**src/rtl/rounder_arbiter.sv**
```systemverilog
// Round-robin arbiter feeding a shared round-half-up/saturate stage, Q(2I).(2F) -> Q(I).(F).
// Optional saturation counter enabled by defining ROUNDER_ARB_SAT_CNT_EN.
module rounder_arbiter #(
  parameter int unsigned NUM_REQ   = 4,
  parameter int unsigned INT_BITS  = 7,
  parameter int unsigned FRAC_BITS = 9
) (
  input  logic                                          clk,
  input  logic                                          rst,
  input  logic [NUM_REQ-1:0]                            req_valid,
  output logic [NUM_REQ-1:0]                            req_ready,
  input  logic [NUM_REQ*2*(INT_BITS+FRAC_BITS)-1:0]     req_data,
  output logic                                          out_valid,
  input  logic                                          out_ready,
  output logic [INT_BITS+FRAC_BITS-1:0]                 out_data,
  output logic [$clog2(NUM_REQ)-1:0]                    out_id,
  output logic                                          out_sat
`ifdef ROUNDER_ARB_SAT_CNT_EN
  ,
  input  logic                                          sat_clr,
  output logic [15:0]                                   sat_count
`endif
);

  localparam int unsigned W   = INT_BITS + FRAC_BITS;
  localparam int unsigned IDW = $clog2(NUM_REQ);
  localparam int unsigned RW  = 2 * W - FRAC_BITS + 1;

  logic [IDW-1:0] last_id_q;
  logic           s1_valid_q;
  logic [2*W-1:0] s1_data_q;
  logic [IDW-1:0] s1_id_q;
  logic           out_valid_q;
  logic [W-1:0]   out_data_q;
  logic [IDW-1:0] out_id_q;
  logic           out_sat_q;

  logic           s2_adv;
  logic           s1_free;
  logic           grant_any;
  logic [IDW-1:0] grant_id;
  int unsigned    idx;
  logic           in_xfer;

  assign s2_adv  = !out_valid_q || out_ready;
  assign s1_free = !s1_valid_q || s2_adv;

  // Search starts one past the last winner so every requester gets a turn.
  always_comb begin
    grant_any = 1'b0;
    grant_id  = '0;
    idx       = 0;
    for (int unsigned k = 1; k <= NUM_REQ; k++) begin
      idx = (32'(last_id_q) + k) % NUM_REQ;
      if (!grant_any && req_valid[idx]) begin
        grant_any = 1'b1;
        grant_id  = IDW'(idx);
      end
    end
  end

  assign in_xfer   = grant_any && s1_free;
  assign req_ready = in_xfer ? (NUM_REQ'(1) << grant_id) : '0;

  always_ff @(posedge clk or posedge rst) begin
    if (rst) begin
      last_id_q  <= IDW'(NUM_REQ - 1);
      s1_valid_q <= 1'b0;
      s1_data_q  <= '0;
      s1_id_q    <= '0;
    end else begin
      if (s1_free) s1_valid_q <= in_xfer;
      if (in_xfer) begin
        s1_data_q <= req_data[32'(grant_id)*2*W +: 2*W];
        s1_id_q   <= grant_id;
        last_id_q <= grant_id;
      end
    end
  end

  logic [RW-1:0] rnd;
  logic          sat_hi;
  logic          sat_lo;
  logic [W-1:0]  rnd_data;
  logic          rnd_sat;
  logic          unused_lsbs;

  assign unused_lsbs = ^s1_data_q[FRAC_BITS-2:0];

  // Arithmetic shift kept one bit wider than the shifted field so the +1 cannot wrap.
  always_comb begin
    rnd      = {s1_data_q[2*W-1], s1_data_q[2*W-1:FRAC_BITS]} + RW'(s1_data_q[FRAC_BITS-1]);
    sat_hi   = !rnd[RW-1] && (|rnd[RW-2:W-1]);
    sat_lo   = rnd[RW-1] && !(&rnd[RW-2:W-1]);
    rnd_sat  = sat_hi || sat_lo;
    rnd_data = rnd[W-1:0];
    if (sat_hi) rnd_data = {1'b0, {(W-1){1'b1}}};
    if (sat_lo) rnd_data = {1'b1, {(W-1){1'b0}}};
  end

  always_ff @(posedge clk or posedge rst) begin
    if (rst) begin
      out_valid_q <= 1'b0;
      out_data_q  <= '0;
      out_id_q    <= '0;
      out_sat_q   <= 1'b0;
    end else if (s2_adv) begin
      out_valid_q <= s1_valid_q;
      if (s1_valid_q) begin
        out_data_q <= rnd_data;
        out_id_q   <= s1_id_q;
        out_sat_q  <= rnd_sat;
      end
    end
  end

  assign out_valid = out_valid_q;
  assign out_data  = out_data_q;
  assign out_id    = out_id_q;
  assign out_sat   = out_sat_q;

`ifdef ROUNDER_ARB_SAT_CNT_EN
  logic [15:0] sat_count_q;

  always_ff @(posedge clk or posedge rst) begin
    if (rst) begin
      sat_count_q <= '0;
    end else if (sat_clr) begin
      sat_count_q <= '0;
    end else if (out_valid_q && out_ready && out_sat_q && (sat_count_q != 16'hFFFF)) begin
      sat_count_q <= sat_count_q + 16'd1;
    end
  end

  assign sat_count = sat_count_q;
`endif

endmodule
```
**config.mk**
```make
export PLATFORM = sky130hd
export DESIGN_NAME = rounder_arbiter
export DESIGN_NICKNAME = d
export VERILOG_FILES = /design/src/rtl/rounder_arbiter.sv
export SDC_FILE = /design/constraint.sdc
export NUM_CORES = 1
export LEC_CHECK = 0
export CORE_UTILIZATION = 40
export CTS_BUF_LIST = sky130_fd_sc_hd__clkbuf_2
export DETAILED_ROUTE_END_ITERATION = 6
export PLACE_DENSITY = 0.83
export RECOVER_POWER = 100
export SYNTH_ARGS = -nofsm -noshare
export SYNTH_HDL_FRONTEND = slang
export SYNTH_SLANG_ARGS = --single-unit
```
**constraint.sdc**
```tcl
create_clock -name clk -period 5.7 [get_ports clk]
set_clock_uncertainty 0.05 [all_clocks]
set_input_delay 0.855 -clock clk [delete_from_list [all_inputs] [get_ports clk]]
set_output_delay 0.855 -clock clk [all_outputs]
set_load 0.005 [all_outputs]
```
## Yosys cells after proc, flatten, opt, wreduce, memory -nomap -nowiden

Cells that the tools add are included.

- Add/subtract/negate cells: 5
- Reduce and logical (&&, ||, !) cells: 19
- Shifts and indexed selects: 2
- Order comparisons: 4
- Muxes and demuxes: 19

Operators with widths:

| operator | count |
|---|---|
| $shiftx 128x8->32 | 1 |
| $mux 16 | 2 |
| $add 23x2->24 | 1 |
| $lt 2x3->1 const B | 4 |
| $bmux 1 s2 | 4 |
| $mux 1 | 8 |
| $mux 2 | 4 |
| $reduce_and 8->1 | 1 |
| $reduce_or 8->1 | 1 |
| $logic_not 1->1 | 7 |
| $logic_and 1x1->1 | 6 |
| $add 2x1->2 const B | 2 |
| $add 2x2->2 const B | 2 |
| $mux 4 | 1 |
| $shl 1x2->4 const A | 1 |
| $logic_or 1x1->1 | 3 |
| $reduce_and 2->1 | 1 |

- Bits of input ports: 135
- Flip-flop bits (word level): 57
- Output and inout port bits: 24

## Depth between registers and ports, before layout

Gate-level depths: netlist of run 1.

- Depth in word-level cells: 15
- Gate-level depth with buffers: 11

## Least setup slack after synthesis of run 1

OpenSTA, ideal clock, no wires.

- Kind: input port to output port
- From: input req_valid[0]
- To: output req_ready[2]
- Stages: 6
- Path slack: 2.664 ns
- Arrival time: 2.131 ns
- Path through: o21ai_0 o21ai_0 a211oi_1 clkbuf_1 nand2_1 nor2_1

- Longest elaborated chain between the ends: 14

Ends and longest elaborated chain:

| element | line | RTL |
|---|---|---|
| start, declared | 10 | `input logic [NUM_REQ-1:0] req_valid,` |
| $bmux 1 s2 | 55 | `if (!grant_any && req_valid[idx]) begin` |
| $mux 1 (not written as such) | 55 |  |
| $mux 1 | 55 |  |
| $logic_not 1->1 | 55 |  |
| $logic_and 1x1->1 | 55 |  |
| $mux 1 | 55 |  |
| $logic_not 1->1 | 55 |  |
| $logic_and 1x1->1 | 55 |  |
| $mux 1 | 55 |  |
| $logic_not 1->1 | 55 |  |
| $logic_and 1x1->1 | 55 |  |
| $mux 2 / $mux 1 (equally long branches) | 55 |  |
| $shl 1x2->4 / $logic_and 1x1->1 (equally long branches) | 63, 62 |  |
| $mux 4 (*) | 63 | `assign req_ready = in_xfer ? (NUM_REQ'(1) << grant_id) : '0;` |
| end, declared | 11 | `output logic [NUM_REQ-1:0] req_ready,` |

Mark *: on every way between the ends. The rest lies on a longest branch, timed or not. The select of a mux whose other input is x is not followed.

## Final worst setup path of run 1

- From: input req_valid[3]
- To: output req_ready[0]

The elaborated chain is that of the path after synthesis.

==> results of run 1 <==
## worst max path at each step
| stage | startpoint | end | slack (ns) | cells after the start |
|---|---|---|---|---|
| after CTS | req_valid[3] | req_ready[0] | 1.70 | 6 |
| after global placement | req_valid[3] | req_ready[0] | 1.74 | 6 |
| after global routing | req_valid[3] | req_ready[0] | 0.98 | 6 |
| after detailed placement | req_valid[3] | req_ready[0] | 1.73 | 6 |
| final | req_valid[3] | req_ready[0] | 1.15 | 6 |
| after floorplan | req_valid[0] | req_ready[2] | 2.66 | 6 |
## state kept, by name (all words and copies together), names as in the netlist
signal	flops
last_id_q	2
out_data	16
out_id	2
out_sat	1
out_valid	1
s1_data_q	24
s1_id_q	2
s1_valid_q	1
## Yosys cell counts (all sizes together) (2+ instances only)
library cell and n:
a211o 2, a21oi 4, a31oi 3, and3 8
and4 5, buf 6, clkbuf 25, dfrtp 47
dfstp 2, ha 2, inv 4, nand2 167
nand2b 7, nand3 78, nand4 5, nor2 32
nor3 37, nor4 2, o21ai 11, o22ai 2
xnor2 7, xor2 5
## stage by stage
stage | cells | hold slack, ns | setup slack, ns | power [mW]
after floorplan | 473 | 0.389 | 2.66 | 0.992
after global placement | 679 | 0.410 | 1.74 | 1.27
after detailed placement | 679 | 0.414 | 1.73 | 1.29
after CTS | 687 | 0.470 | 1.70 | 1.43
after global routing | 687 | 0.494 | 0.984 | 1.52
final | 687 | 0.458 | 1.15 | 1.39
## layer usage
layer / vias to the layer above / share of wire / global-route usage
met5: - / 0 / 0
met4: 0 / 0.013 / 0.0538
met3: 7 / 0.070 / 0.0423
met2: 136 / 0.46 / 0.353
met1: 1589 / 0.45 / 0.299
li1: 1810 / - / -
## report_power, final
group	total, mW	leakage, nW	internal (mW)	switching [mW]
Sequential	0.573	0.571	0.462	0.111
Combinational	0.673	1.42	0.320	0.354
Clock	0.143	0.0292	0.0327	0.110
## layout make-up
class                           instances  area (um2)  share of cell area
Clock inverter                          2        16.3             0.00349
Sequential cell                        49        1230               0.263
Clock buffer                            6        30.0             0.00644
Inverter                                4        15.0             0.00322
Timing Repair Buffer                  132        1290               0.278
Tap cell                              105         131              0.0282
Multi-Input combinational cell        389        1950               0.417
## tightest hold or removal path, stage by stage, from the launching register on
cell and delay [ns]:
dfrtp_1 0.39, nand2_1 0.04, o21ai_0 0.06
## cells by family after synthesis
kind of cell | after synthesis | synth area share
AO/OA/AOI/OAI | 29 | 0.0626
XOR/XNOR | 12 | 0.0313
adder cells (fa/ha/maj) | 2 | 0.00746
buffers and inverters | 35 | 0.0466
flip-flops | 49 | 0.366
multiplexers | 2 | 0.00634
AND/OR/NAND/NOR | 344 | 0.479
==> reports/results.ini, run 1 <==
[outcome]
status = complete, but fails checks
violations = max-capacitance violations, max-slew violations

[clock_network]
clock_latency_ns = 0.44
cts_resized = 0
cts_setup_buffers = 0
clockRootBuffer = clkbuf_2
cts_tree = built
clkTransAtPathRegs_ns = 0.20
htree_num_levels = 2
numClockSinks = 49
holdBufCountCts = 0
cts_buffers = 5
cts_buffer_depth = 2

[worst_hold_path]
hold_depth = 2
hold_class = register to register
hp-start = out_data[15]$_DFFE_PP0P_
min_to = out_data[15]$_DFFE_PP0P_

[floorplan]
initial_core_util = 0.410
die-area_um2 = 8760
coreArea_um2 = 8180
num_io_pins = 159
die_h_um = 93.6
dieWidth_um = 93.6
rows = 33

[worst_setup_path]
arrival_ns = 3.64
cp-end-kind = output pin
r2r_cells = 9
cp_slowest_cell = nor4_1
path_cells = dlygate4sd3_1 > nor4_1 > nor2_1 > clkbuf_1 > nor3_1 > clkdlybuf4s50_1
start_kind = input pin
required_ns = 4.80
rr_endpoint = out_data[10]$_DFFE_PP0P_
crit_family = buffers and inverters
crit_type = input pin to output pin
r2r_start = s1_data_q[8]$_DFFE_PP0P_
rrSetupSlack_ns = 1.80
critPathBufInv = 3
path_max_fanout = 26
slowest_delay_ns = 0.71

[route]
first_pass_iters = 4
drc = 0
drt_iter0_drc = 153
via_per_inst = 5.16
drt-total-wl_um = 9090
wl_per_cell_um = 13.2
drtAntennaViolNets = 0
route.vias.total = 3542

[final_layout]
final_nets = 718
fill_cells = 785
post-route-cell-area_um2 = 4660
area_growth_pct = 39.0
layout_commonest_cell = nand2_1
final_cell_mix = 167 x nand2_1, 100 x clkdlybuf4s50_1, 78 x nand3_1, 47 x dfrtp_1, 32 x nor2_1
n_antenna_cell = 0
final_layout_size_suffix_gt1_frac = 0.0584
fin_util = 0.570

[sta]
period_minus_slack_ns = 4.55
timing.slew.headroom = -0.354
rsz0062_at_grt = no
period_share = 0.798
tightest_slew_ns = 2.02
timing.fmax_mhz = 220
hold_violations = 0
tns_ns = 0
setup_viol = 0
drv_slew = 114

[global_route]
grt_pass1_wl_um = 15200
antenna_found_initial = 0
grt_pass1_vias = 3251
overflow = 0
grt_max_degree = 50
globalRouteTotalUtil = 0.218

[placement]
io_buffers = 126
globalplace.congestion = 0.865
placed_area_um2 = 4670
hpwl_um = 7050

[synthesis]
yosysTopAreaCell = dfrtp_1
synth.area.top_cells = dfrtp_1 35%, nand2_1 19%, nand3_1 12%
ys_async_sr_fraction = 1.00
synthCells = 473
avgSynthCellArea_um2 = 7.09
yosys_warnings = 0
syn-num-nets = 610
synth_top_cell_area_share = 0.350
syn_area_um2 = 3360
synth-seq-area-share = 0.366
synth-edff-count = 0
ys_types = 39
yosys_most_used_dff = dfrtp_1
ys_ff_latch = 49

[power]
power_density_nw_per_um2 = 298
ir_worst_vdd_mv = 0.114
p_leak_nw = 2.02

[job]
maxCapViolCount = 3

No activity file was read; power rests on OpenSTA's default activity.
==> run 2: changes to the inputs <==
clock period = 4.2 ns   (was 5.7 ns; I/O delays follow)
==> reports/results.ini, run 2 (synthesis results as in run 1) <==
[job]
maxCapViolCount = 2  ; -1

[worst_setup_path]
r2r_cells = 9  ; unchanged
rr_endpoint = out_data[10]$_DFFE_PP0P_
slowest_delay_ns = 0.62  ; -0.09 ns
start_kind = input pin
path_max_fanout = 8  ; -69%
required_ns = 3.52  ; -1.28 ns
crit_type = input pin to output pin
path_cells = dlygate4sd3_1 > o21ai_0 > o21ai_0 > a211oi_4 > nand2_1 > nor2_1 > dlygate4sd3_1
rrSetupSlack_ns = 0.96  ; -0.84 ns
cp-end-kind = output pin
cp_slowest_cell = dlygate4sd3_1
arrival_ns = 3.12  ; -0.52 ns
r2r_start = s1_data_q[9]$_DFFE_PP0P_

[global_route]
grt_max_degree = 50  ; unchanged
antenna_found_initial = 0  ; unchanged
grt_pass1_wl_um = 15200  ; about the same
globalRouteTotalUtil = 0.218  ; +0.000234
grt_pass1_vias = 3285  ; +1.0%
overflow = 0  ; unchanged

[final_layout]
ff_latch_area_um2 = 1230  ; unchanged
final_cell_mix = 167 x nand2_1, 98 x clkdlybuf4s50_1, 78 x nand3_1, 47 x dfrtp_1, 32 x nor2_1
multi_input_area_um2 = 1960  ; +0.90%
fill_cells = 803  ; +2.3%
final_nets = 721  ; +0.42%
layout_commonest_cell = nand2_1
regMostFlops = s1_data_q
n_antenna_cell = 0  ; unchanged
final_layout_size_suffix_gt1_frac = 0.0650  ; +0.00654
area_growth_pct = 40.0
instances_no_fill = 690  ; +0.44%
largest_reg_flops = 24  ; unchanged
fin_util = 0.575  ; +0.00444

[placement]
place_inst = 682  ; +0.44%
io_buffers = 126  ; unchanged
dp_slack_ns = 0.607  ; -1.12 ns
globalplace.congestion = 0.889  ; +2.8%
hpwl_um = 7300  ; +3.6%

[worst_hold_path]
hold_class = register to register
min_to = out_data[15]$_DFFE_PP0P_
hold_depth = 2  ; unchanged
hp-start = out_data[15]$_DFFE_PP0P_

[outcome]
violations = max-capacitance violations, max-slew violations
status = complete, but fails checks

[floorplan]
coreArea_um2 = 8180  ; unchanged
rows = 33  ; unchanged
die-area_um2 = 8760  ; unchanged
initial_core_util = 0.410  ; unchanged
dieWidth_um = 93.6  ; unchanged
die_h_um = 93.6  ; unchanged
num_io_pins = 159  ; unchanged

[sta]
post-route-worst-setup-slack_ns = 0.402  ; -0.749 ns
rsz0062_at_grt = no
setup_viol = 0  ; unchanged
tightest_slew_ns = 1.78  ; -0.236 ns
tns_ns = 0  ; unchanged
period_minus_slack_ns = 3.80
drv_slew = 95  ; -17%
timing.fmax_mhz = 263
period_share = 0.904
timing.slew.headroom = -0.188  ; +0.166
hold_violations = 0  ; unchanged

[power]
power_density_nw_per_um2 = 404  ; +36%
p_switching_mw = 0.790  ; +38%
swShare = 0.416  ; +0.00283
comb_power_share = 0.487  ; +0.002
p_leak_nw = 2.04  ; +1.0%
report.power.total_mw = 1.90  ; +37%
seqPwrFrac = 0.409  ; -0.003
power.clock.fraction = 0.103  ; about the same
p_int_mw = 1.11  ; +36%
ir_worst_vdd_mv = 0.208  ; +83%

[clock_network]
holdBufCountCts = 0  ; unchanged
cts_tree = built
clock_latency_ns = 0.44  ; about the same
cts_buffers = 5  ; unchanged
clkTransAtPathRegs_ns = 0.22  ; +0.02 ns
cts_resized = 0  ; unchanged
cts_setup_buffers = 0  ; unchanged
numClockSinks = 49  ; unchanged
cts_buffer_depth = 2  ; unchanged
htree_num_levels = 2  ; unchanged
clockRootBuffer = clkbuf_2

[route]
route.vias.total = 3574  ; +0.90%
drtAntennaViolNets = 0  ; unchanged
drc = 0  ; unchanged
drt-total-wl_um = 9300  ; +2.3%
wl_per_cell_um = 13.5  ; +1.9%
drt_iter0_drc = 147  ; -3.9%
via_per_inst = 5.18  ; +0.46%
first_pass_iters = 4  ; unchanged

run 2: cell types whose count changed in the layout (fill, tap and decap cells not counted), sizes merged:
cell	change
clkdlybuf4s50	-2
inv	+1
buf	+2
dlygate4sd3	+2
run 2: routing by layer:
| layer | GRT usage | up-vias | wire length [um] |
|---|---|---|---|
| met5 | 0 | - | 0 |
| met4 | 0.0538 | 0 | 144 |
| met3 | 0.0341 | 12 | 630 |
| met2 | 0.372 | 140 | 4450 |
| met1 | 0.289 | 1606 | 4070 |
| li1 | - | 1816 | - |
run 2: per-stage QoR:
| step | cell area (um2) | hold slack (ns) |
|---|---|---|
| 6_report | 4700 | 0.464 |
| 3_3_place_gp | 4690 | 0.414 |
| 5_1_grt | 4700 | 0.510 |
| 3_5_place_dp | 4690 | 0.420 |
| 4_1_cts | 4740 | 0.473 |
| 2_1_floorplan | 3360 | 0.389 |
run 2: layout make-up:
class / instances / area share
multi-input cells: 389 / 0.418
repair buffers: 135 / 0.280
flip-flops and latches: 49 / 0.261
well taps: 105 / 0.0280
clock buffers: 5 / 0.00532
clock inverters: 3 / 0.00453
inverters: 4 / 0.00319
run 2: critical path: cells and delay by family:
family	cells	cell delay [ns]
AND/OR/NAND/NOR	2	0.38
AO/OA/AOI/OAI	3	0.91
buffers and inverters	2	1.20
run 2: worst max-delay path by stage:
stage                            start                        end  slack [ns]  cells after the start
final                     req_valid[1]               req_ready[3]        0.40                      7
after global routing      req_valid[1]  s1_data_q[24]$_DFFE_PP0P_        0.20                      9
after CTS                 req_valid[1]               req_ready[2]        0.60                      7
after detailed placement  req_valid[1]               req_ready[2]        0.61                      7
after global placement    req_valid[0]               req_ready[2]        0.72                      7
after floorplan           req_valid[0]               req_ready[2]        1.61                      6
run 2: power by group through the flow:
stage,Clock [mW],Sequential [mW],Combinational (mW)
floorplan,0,0.754,0.593
global placement,0,0.782,0.944
detailed placement,0,0.792,0.962
CTS,0.201,0.780,0.966
global route,0.222,0.805,1.04
finish,0.196,0.777,0.924
